`config.mk`:
```
export PLATFORM = sky130hd
export DESIGN_NAME = icache_flat
export DESIGN_NICKNAME = d
export VERILOG_FILES = /design/src/rtl/icache_pkg.sv /design/src/rtl/icache_if.sv /design/src/rtl/icache_data_array.sv /design/src/rtl/icache.sv /design/src/flat_wrapper.sv
export SDC_FILE = /design/constraint.sdc
export NUM_CORES = 2
export LEC_CHECK = 0
export CAP_MARGIN = 10
export CORE_MARGIN = 1.5
export CORE_UTILIZATION = 25
export DETAILED_ROUTE_END_ITERATION = 12
export GPL_TIMING_DRIVEN = 0
export HOLD_SLACK_MARGIN = 0.08
export PLACE_DENSITY = 0.38
export SYNTH_ARGS = -nofsm -noshare
export SYNTH_HDL_FRONTEND = slang
export SYNTH_MEMORY_MAX_BITS = 65536
export SYNTH_SLANG_ARGS = --single-unit
```
`constraint.sdc`:
```
create_clock -name clk -period 61.3 [get_ports clk]
set_clock_uncertainty 0.05 [all_clocks]
set_input_delay 15.325 -clock clk [delete_from_list [all_inputs] [get_ports clk]]
set_output_delay 15.325 -clock clk [all_outputs]
set_load 0.005 [all_outputs]
```
`src/rtl/icache_pkg.sv`:
```
// rtl/icache_pkg.sv - shared geometry constants and state encoding for the instruction cache
//
// Purpose: default line count, block size and the field widths derived from
//          them, plus the controller state encoding. Every icache file imports
//          this package.
// Ports:   none (package).
package icache_pkg;

  localparam int ICACHE_LINES     = 16;
  localparam int ICACHE_BLK_BYTES = 32;
  localparam int ICACHE_BLK_WID   = ICACHE_BLK_BYTES * 8;
  localparam int ICACHE_OFF_WID   = $clog2(ICACHE_BLK_BYTES);
  localparam int ICACHE_IDX_WID   = $clog2(ICACHE_LINES);
  localparam int ICACHE_TAG_WID   = 32 - ICACHE_OFF_WID - ICACHE_IDX_WID;

  typedef enum logic {
    S_IDLE = 1'b0,
    S_WAIT = 1'b1
  } icache_state_e;

endpackage

```
`src/rtl/icache_if.sv`:
```
// rtl/icache_if.sv - fetch-side and memory-side handshake bundle of the instruction cache
//
// Purpose: groups the IF-stage request/response and the block-fill signals.
// Ports:   if_req, if_pc              fetch request from the IF stage
//          if_valid, if_inst          one-cycle instruction return
//          mem_req, mem_addr          block fetch request to the memory controller
//          mem_done, mem_data         block fill complete pulse and block data
// Modports: slave  - the cache (receives fetches, issues fills)
//           master - the environment (IF stage plus memory controller)
interface icache_if
  import icache_pkg::*;
#(
  parameter int BLK_BYTES = ICACHE_BLK_BYTES
) ();

  logic                   if_req;
  logic [31:0]            if_pc;
  logic                   if_valid;
  logic [31:0]            if_inst;
  logic                   mem_req;
  logic [31:0]            mem_addr;
  logic                   mem_done;
  logic [BLK_BYTES*8-1:0] mem_data;

  modport slave (
    input  if_req, if_pc, mem_done, mem_data,
    output if_valid, if_inst, mem_req, mem_addr
  );

  modport master (
    output if_req, if_pc, mem_done, mem_data,
    input  if_valid, if_inst, mem_req, mem_addr
  );

endinterface

```
`src/rtl/icache_data_array.sv`:
```
// rtl/icache_data_array.sv - direct-mapped data, tag and valid storage
//
// Purpose: one block of data, one tag and one valid bit per line.
//          Asynchronous read, synchronous write; clear-all wipes every valid bit.
// Ports:   clk, rst                   clock, synchronous active-high reset (valid bits only)
//          rd_idx -> rd_valid, rd_tag, rd_data   combinational lookup
//          wr_en, wr_idx, wr_tag, wr_data        line fill (also sets valid)
//          clr_all                    clear every valid bit; wins over wr_en
module icache_data_array
  import icache_pkg::*;
#(
  parameter int LINES     = ICACHE_LINES,
  parameter int BLK_BYTES = ICACHE_BLK_BYTES,
  parameter int IDX_W     = $clog2(LINES),
  parameter int TAG_W     = 32 - $clog2(BLK_BYTES) - $clog2(LINES)
) (
  input  logic                   clk,
  input  logic                   rst,
  input  logic [IDX_W-1:0]       rd_idx,
  output logic                   rd_valid,
  output logic [TAG_W-1:0]       rd_tag,
  output logic [BLK_BYTES*8-1:0] rd_data,
  input  logic                   wr_en,
  input  logic [IDX_W-1:0]       wr_idx,
  input  logic [TAG_W-1:0]       wr_tag,
  input  logic [BLK_BYTES*8-1:0] wr_data,
  input  logic                   clr_all
);

  logic [LINES-1:0]       valid;
  logic [TAG_W-1:0]       tags [LINES];
  logic [BLK_BYTES*8-1:0] data [LINES];

  always_ff @(posedge clk) begin
    if (rst || clr_all) begin
      valid <= '0;
    end else if (wr_en) begin
      valid[wr_idx] <= 1'b1;
    end
  end

  // Tag/data carry no reset: a line is only trusted once its valid bit is set.
  always_ff @(posedge clk) begin
    if (wr_en) begin
      tags[wr_idx] <= wr_tag;
      data[wr_idx] <= wr_data;
    end
  end

  assign rd_valid = valid[rd_idx];
  assign rd_tag   = tags[rd_idx];
  assign rd_data  = data[rd_idx];

endmodule

```
`src/rtl/icache.sv`:
```
// rtl/icache.sv - direct-mapped blocking instruction cache
//
// Purpose: serves IF-stage fetches from a direct-mapped array; a miss issues
//          one block fill to the memory controller and returns the word from
//          the fill data. Optional macro ICACHE_FLUSH_EN adds a flush input
//          that invalidates every line in one cycle.
// Ports:   clk       clock
//          rst       synchronous active-high reset
//          rdy       global ready; low freezes every register
//          flush     (ICACHE_FLUSH_EN only) invalidate all lines
//          bus       icache_if.slave: if_req/if_pc in, if_valid/if_inst out,
//                    mem_req/mem_addr out, mem_done/mem_data in
module icache
  import icache_pkg::*;
#(
  parameter int LINES     = ICACHE_LINES,
  parameter int BLK_BYTES = ICACHE_BLK_BYTES
) (
  input  logic    clk,
  input  logic    rst,
  input  logic    rdy,
`ifdef ICACHE_FLUSH_EN
  input  logic    flush,
`endif
  icache_if.slave bus
);

  localparam int OFF_W  = $clog2(BLK_BYTES);
  localparam int IDX_W  = $clog2(LINES);
  localparam int TAG_W  = 32 - OFF_W - IDX_W;
  localparam int WSEL_W = OFF_W - 2;

  icache_state_e          state;
  logic [31:2]            pc_q;      // fetch address of the outstanding miss
  logic                   flushed;   // a flush landed while this fill was in flight
  logic                   flush_i;

  logic                   rd_valid;
  logic [TAG_W-1:0]       rd_tag;
  logic [BLK_BYTES*8-1:0] rd_data;
  logic                   hit;
  logic                   start;
  logic                   wr_en;
  logic                   clr_all;
  logic [31:0]            hit_word;
  logic [31:0]            fill_word;
  logic [WSEL_W-1:0]      pc_word;
  logic [WSEL_W-1:0]      fill_wsel;
  logic                   unused_pc_bits;

`ifdef ICACHE_FLUSH_EN
  assign flush_i = flush;
`else
  assign flush_i = 1'b0;
`endif

  // Byte lane within a word is irrelevant: fetches are word aligned.
  assign unused_pc_bits = ^bus.if_pc[1:0];

  assign pc_word   = bus.if_pc[2 +: WSEL_W];
  assign fill_wsel = pc_q[2 +: WSEL_W];
  assign hit       = rd_valid && (rd_tag == bus.if_pc[31 -: TAG_W]);
  assign hit_word  = rd_data[{pc_word, 5'd0} +: 32];
  assign fill_word = bus.mem_data[{fill_wsel, 5'd0} +: 32];

  // The cycle carrying if_valid is the tail of the previous request, so the
  // still-high if_req is not sampled again; a flush also defers the lookup.
  assign start   = (state == S_IDLE) && bus.if_req && !bus.if_valid && !flush_i;
  assign wr_en   = rdy && !rst && (state == S_WAIT) && bus.mem_done && !flushed && !flush_i;
  assign clr_all = rdy && flush_i;

  icache_data_array #(
    .LINES     (LINES),
    .BLK_BYTES (BLK_BYTES),
    .IDX_W     (IDX_W),
    .TAG_W     (TAG_W)
  ) u_array (
    .clk      (clk),
    .rst      (rst),
    .rd_idx   (bus.if_pc[OFF_W +: IDX_W]),
    .rd_valid (rd_valid),
    .rd_tag   (rd_tag),
    .rd_data  (rd_data),
    .wr_en    (wr_en),
    .wr_idx   (pc_q[OFF_W +: IDX_W]),
    .wr_tag   (pc_q[31 -: TAG_W]),
    .wr_data  (bus.mem_data),
    .clr_all  (clr_all)
  );

  always_ff @(posedge clk) begin
    if (rst) begin
      state        <= S_IDLE;
      pc_q         <= '0;
      flushed      <= 1'b0;
      bus.mem_req  <= 1'b0;
      bus.mem_addr <= '0;
      bus.if_valid <= 1'b0;
      bus.if_inst  <= '0;
    end else if (rdy) begin
      bus.if_valid <= 1'b0;
      case (state)
        S_IDLE: begin
          if (start) begin
            if (hit) begin
              bus.if_valid <= 1'b1;
              bus.if_inst  <= hit_word;
            end else begin
              pc_q         <= bus.if_pc[31:2];
              bus.mem_addr <= {bus.if_pc[31:OFF_W], {OFF_W{1'b0}}};
              bus.mem_req  <= 1'b1;
              state        <= S_WAIT;
            end
          end
        end
        S_WAIT: begin
          if (flush_i) begin
            flushed <= 1'b1;
          end
          if (bus.mem_done) begin
            bus.mem_req  <= 1'b0;
            bus.if_valid <= 1'b1;
            bus.if_inst  <= fill_word;
            flushed      <= 1'b0;
            state        <= S_IDLE;
          end
        end
      endcase
    end
  end

endmodule

```
`src/flat_wrapper.sv`:
```
// flat-port wrapper written by rule: the top's interface ports become plain ports
module icache_flat import icache_pkg::*;
#(
  parameter int LINES     = ICACHE_LINES,
  parameter int BLK_BYTES = ICACHE_BLK_BYTES
)
  (clk, rst, rdy, bus_if_req, bus_if_pc, bus_mem_done, bus_mem_data, bus_if_valid, bus_if_inst, bus_mem_req, bus_mem_addr);
  icache_if #(.BLK_BYTES(BLK_BYTES)) bus_i ();
  input  logic clk;
  input  logic rst;
  input  logic rdy;
  input wire logic [$bits(bus_i.if_req)-1:0] bus_if_req;
  input wire logic [$bits(bus_i.if_pc)-1:0] bus_if_pc;
  input wire logic [$bits(bus_i.mem_done)-1:0] bus_mem_done;
  input wire logic [$bits(bus_i.mem_data)-1:0] bus_mem_data;
  output wire logic [$bits(bus_i.if_valid)-1:0] bus_if_valid;
  output wire logic [$bits(bus_i.if_inst)-1:0] bus_if_inst;
  output wire logic [$bits(bus_i.mem_req)-1:0] bus_mem_req;
  output wire logic [$bits(bus_i.mem_addr)-1:0] bus_mem_addr;
  assign bus_i.if_req = bus_if_req;
  assign bus_i.if_pc = bus_if_pc;
  assign bus_i.mem_done = bus_mem_done;
  assign bus_i.mem_data = bus_mem_data;
  assign bus_if_valid = bus_i.if_valid;
  assign bus_if_inst = bus_i.if_inst;
  assign bus_mem_req = bus_i.mem_req;
  assign bus_mem_addr = bus_i.mem_addr;
  icache #(.LINES(LINES), .BLK_BYTES(BLK_BYTES)) u_core (.clk(clk), .rst(rst), .rdy(rdy), .bus(bus_i));
endmodule
```
After elaboration in Yosys (flattened, before gate mapping):

Memory sizes are Yosys's and may differ from the RTL's.
Index checks and enable logic that the tools add are counted.

* register bits after elaboration: 108
* memory bits (writable): 4464
* input port bits: 293
* output and inout port bits: 66
* word-level logic and storage cells: 56
* memories kept: 2

Memory list
* u_core.u_array.data: words 16, bits a word 256, rd ports 1, clocked after memory_dff 0, write ports 1, line icache_data_array.sv:32 `logic [BLK_BYTES*8-1:0] data [LINES];`
* u_core.u_array.tags: words 16, bits a word 23, rd ports 1, clocked after memory_dff 0, write ports 1, line icache_data_array.sv:31 `logic [TAG_W-1:0] tags [LINES];`

* magnitude comparators: 3
* equal/unequal tests: 5
* shift operators: 2
* mux-type cells: 22
* bitwise gates (word level): 3
* reductions and logical operators: 12

Operators with widths (number)
* $shiftx A256 B9 Y32: 2
* $mux W32: 3
* $pmux W32 S2: 1
* $eq A23 B23 Y1: 1
* $or A16 B16 Y16: 1
* $mux W1: 13
* $reduce_and A4 Y1: 3
* $lt A4 B5 Y1 const B: 2
* $logic_and A1 B1 Y1: 7
* $pmux W1 S2: 3
* $bmux W1 S4: 1
* $demux W1 S4: 1
* $ge A4 B1 Y1 const B: 1
* $ne A2 B1 Y1 const B: 2
* $ne A2 B2 Y1 const B: 2
* $logic_not A1 Y1: 2
* $not A1 Y1: 2

Logic depth before layout (Yosys ltp):

* depth after elaboration: 6
* mapped depth: 15
* depth with buffers taken out: 8

Modules after synthesis:

Synthesis repeated with hierarchy kept, for this count alone.

* cells, all modules: 7810
* area, all modules: 174339.7 µm²

By module, submodules not included
* icache_data_array: times used 1, cells an instance 7227, area each 167545.7 µm², seq. area each 134368.9 µm²
* icache: times used 1, cells an instance 583, area each 6794.0 µm², seq. area each 1301.2 µm²

Worst setup path before layout:

Ideal clock, no wire load.

* kind: input-to-reg
* start point: in rst
* end point: mem u_core.u_array.data[0][0] (netlist bit) (enable)
* setup time: 1263 ps
* arrival: 34868 ps
* data required time: 59987 ps
* slack: 25119 ps
* stages on the path: 3
* buffers on the path: 1
* cells stage by stage: clkbuf_1 or4_1 nor3_1

* word-level cells in the longest chain between the ends: 6

RTL lines
* start: declaration: line flat_wrapper.sv:10 `input logic rst;`
* $logic_not A1 Y1: line icache.sv:69 `assign wr_en = rdy && !rst && (state == S_WAIT) && bus.mem_done && !flushed && !flush_i;`
* $logic_and A1 B1 Y1 (3 in series): line icache.sv:69
* $mux W1: line icache_data_array.sv:44 `if (wr_en) begin`
* $mux W1 (implied by the code): line icache_data_array.sv:46 `data[wr_idx] <= wr_data;`
* end: declaration: line icache_data_array.sv:32

Every way passes these cells.

Worst setup path in the final report:

* start point: in bus_if_pc[8]
* end point: reg u_core.bus.if_inst[20]

* word-level cells in the longest chain between the ends: 5
* elaborated cells on any way between the ends: 12
* those cells by class: eq/ne: 2; shift: 1; mux: 5; reduce/logical: 2; memory: 2

RTL lines
* start: declaration: line flat_wrapper.sv:13 `input wire logic [$bits(bus_i.if_pc)-1:0] bus_if_pc;`
* $mem_v2 Z16 W256, or another cell as far along
* $shiftx A256 B9 Y32, or another cell as far along: line icache.sv:63 `assign hit_word = rd_data[{pc_word, 5'd0} +: 32];`
* $mux W32 / $logic_and A1 B1 Y1 (equally long branches): line icache.sv:105, icache.sv:62
* $mux W32 / $ne A2 B1 Y1 (equally long branches)
* $pmux W32 S2 / $reduce_and A4 Y1 (equally long branches)
* end signal: assignment: line icache.sv:107 `bus.if_inst <= hit_word;`
* end signal: assignment: line icache.sv:123 `bus.if_inst <= fill_word;`
* end: declaration: line icache_if.sv:27 `output if_valid, if_inst, mem_req, mem_addr`

Parallel ways exist; a longest one is shown, timed or not. The select of a mux whose other input is x is not followed.
A chain may end at the register's enable or synchronous reset.

==> reports/metrics.cfg <==
[status]
status=finished clean

[finish]
syn2layout_area_growth_pct=22.4
final_nets=8740
drive_above_1_share=0.336
fin_util=0.308
final_cells=18200

[pwr]
powerDensity_mw_per_mm2=32.0
p_leak_nw=66.7
peakVddDrop_v=0.0000348
p_total_mw=6.89

[sta]
tightest_slew_ps=1360
fmax_ghz=0.0486
fin_crit_sh=0.335
totalNegativeSetupSlack_ps=0
max_slew_margin=0.0902
drv_slew=0
rsz0062_at_grt=no
hold_violations=0
setup-violations-final=0
fin_crit_ps=20560

[yosys]
yosys-top-cells-area=edfxtp_1 76%, mux4_2 19%, dfxtp_1 0.92%
synth-main-ff-cell=edfxtp_1
synth_commonest_cells=4464 x edfxtp_1, 1467 x mux4_2, 186 x buf_2
synth-seq-cells=4545
synth_edf_count=4464
yosysWarnings=0
synth_area_leader_cell=edfxtp_1
avgSynthCellArea_um2=24.7
synth_area_mm2=0.176
yosysTopAreaCellShare=0.762
ys_types=59
synth-seq-area-share=0.771
synth.most_common_cell=edfxtp_1
syn_inst=7125
async_flop_share=0

[die]
coreArea_mm2=0.700
row_count=307
start_util=0.251
die_h_um=842
die_w_um=842
die-area_mm2=0.709
io_pins=359

[drt]
num_vias=86500
drc=0
met2_length_um=313000
wl_met3_um=39700
wl_met1_um=287000
wl_per_cell_um=36.1
top_layer_used=met5
wirelength_um=657000
dr.pass1.iters=6
vias_per_cell=4.76
drt_iter0_markers=10300
ant_nets=0

[worst_setup_path]
crit_path_end_kind=flop
path_class=in2reg
start_kind=input port
critPathRequiredTime_ps=62220
cp.arrival_ps=21470
crit_fanout=13

[cts]
cts_hold_buffers=0
clockBufferDepth=4
cts_tree=yes
cts.sinks=4545
cts_root_buf=clkbuf_16
clock_latency_ps=1070
postCtsSetupRepairBufs=0
clk_pin_slew_worst_paths_ps=60
htree_levels=6
cts-buffers-inserted=528
cts_resized=0

[place]
dpl.hpwl_um=469000
dp.cells=17200
portBuffers=343
gp_congestion=0.782

[global_route]
grt_first_pass_wirelength_um=858000
grt_pass1_vias=88200
grt_antenna_before_repair=247
groute.usage.overall=0.181
globalRoute.totalOverflow=0
grt_max_degree=23

[job]
cap_violations=0

[hold_path]
hp-class=reg2reg

==> per-stage QoR <==
| step | cell area, um^2 | worst slack (ps) | hold WS (ps) |
|---|---|---|---|
| 2_1_floorplan | 176000 | 25120 | 385 |
| 3_3_place_gp | 191000 | -12290 | 412 |
| 3_5_place_dp | 198000 | 39580 | 413 |
| 4_1_cts | 215000 | 40780 | 421 |
| 5_1_grt | 215000 | 40880 | 444 |
| 6_report | 215000 | 40740 | 421 |
==> routing by layer <==
| metal | GRT usage | vias to the layer above |
|---|---|---|
| met2 | 0.296 | 3066 |
| met5 | 0 | - |
| li1 | - | 33800 |
| met4 | 0.0434 | 56 |
| met1 | 0.252 | 48800 |
| met3 | 0.0304 | 834 |
==> path summary, 6_finish.rpt <==
path | to | from | slack [ps] | cells after the start
hold / removal | u_core.bus.mem_req | u_core.bus.mem_req | 420 | 2
hold reg to reg | u_core.bus.mem_req | u_core.bus.mem_req | 420 | 2
setup / recovery | u_core.bus.if_inst[20] | bus_if_pc[8] | 40740 | 13
setup reg to reg | u_core.u_array.data[3][203] | u_core.state | 56340 | 13
==> power breakdown <==
group / leakage (nW) / total [mW] / switching [mW] / internal [mW]
Combinational: 17.4 / 0.405 / 0.257 / 0.148
Clock: 8.07 / 3.06 / 1.32 / 1.74
Sequential: 41.2 / 3.42 / 0.00655 / 3.42
Total: 66.7 / 6.89 / 1.58 / 5.30
==> state kept, by name, summed over array words and instances, names as in the netlist <==
signal	count
u_core.bus.mem_req	1
u_core.u_array.valid	16
u_core.u_array.tags	368
u_core.pc_q	30
u_core.u_array.data	4096
u_core.bus.if_inst	32
u_core.state	1
u_core.bus.if_valid	1
==> cell usage in the layout, fill, tap and decap left out, types with 12 or more instances in the layout <==
master	Yosys	layout
nor2_4	0	12
buf_8	0	39
clkbuf_16	0	537
a221oi_1	21	21
nand2_1	23	23
edfxtp_1	4464	4464
a21oi_1	36	36
xnor2_1	21	21
clkdlybuf4s50_1	0	343
nand2b_1	86	86
clkinv_2	0	71
buf_12	0	195
mux4_2	1467	1467
clkinv_16	0	13
buf_4	78	88
buf_6	25	188
inv_16	0	14
o21ai_0	20	20
bufinv_16	0	24
a22o_1	16	16
nor2_1	127	115
buf_1	56	44
mux2i_1	156	156
mux2_2	31	31
diode_2	0	62
inv_6	0	17
clkbuf_1	81	194
buf_2	186	198
o221ai_1	20	20
clkinv_1	0	114
buf_16	0	38
nor2b_1	22	22
dfxtp_1	81	81
==> cells by family after synthesis <==
family / synth area share
AO/OA/AOI/OAI: 0.00580
XOR/XNOR: 0.00159
buffers and inverters: 0.0133
flip-flops: 0.771
multiplexers: 0.199
other: 0.0000213
AND/OR/NAND/NOR: 0.00915
==> worst max-delay path: stages <==
cell	delay [ps]
buf_2	240
buf_2	300
inv_1	230
buf_4	370
buf_2	780
buf_2	940
buf_2	640
mux4_2	710
mux2i_1	800
o21ai_0	320
a21oi_1	350
nor2_1	80
mux2_2	280
==> final cells by class <==
cell class	count	area (um^2)
Multi-Input combinational cell	2149	38000
Clock buffer	669	14000
Fill cell	67000	485000
Tap cell	9270	11600
Timing Repair Buffer	788	10900
Sequential cell	4545	136000
Buffer	426	2340
Inverter	9	33.8
Antenna cell	62	155
Clock inverter	271	2550
(Power assumes the default switching activity.)
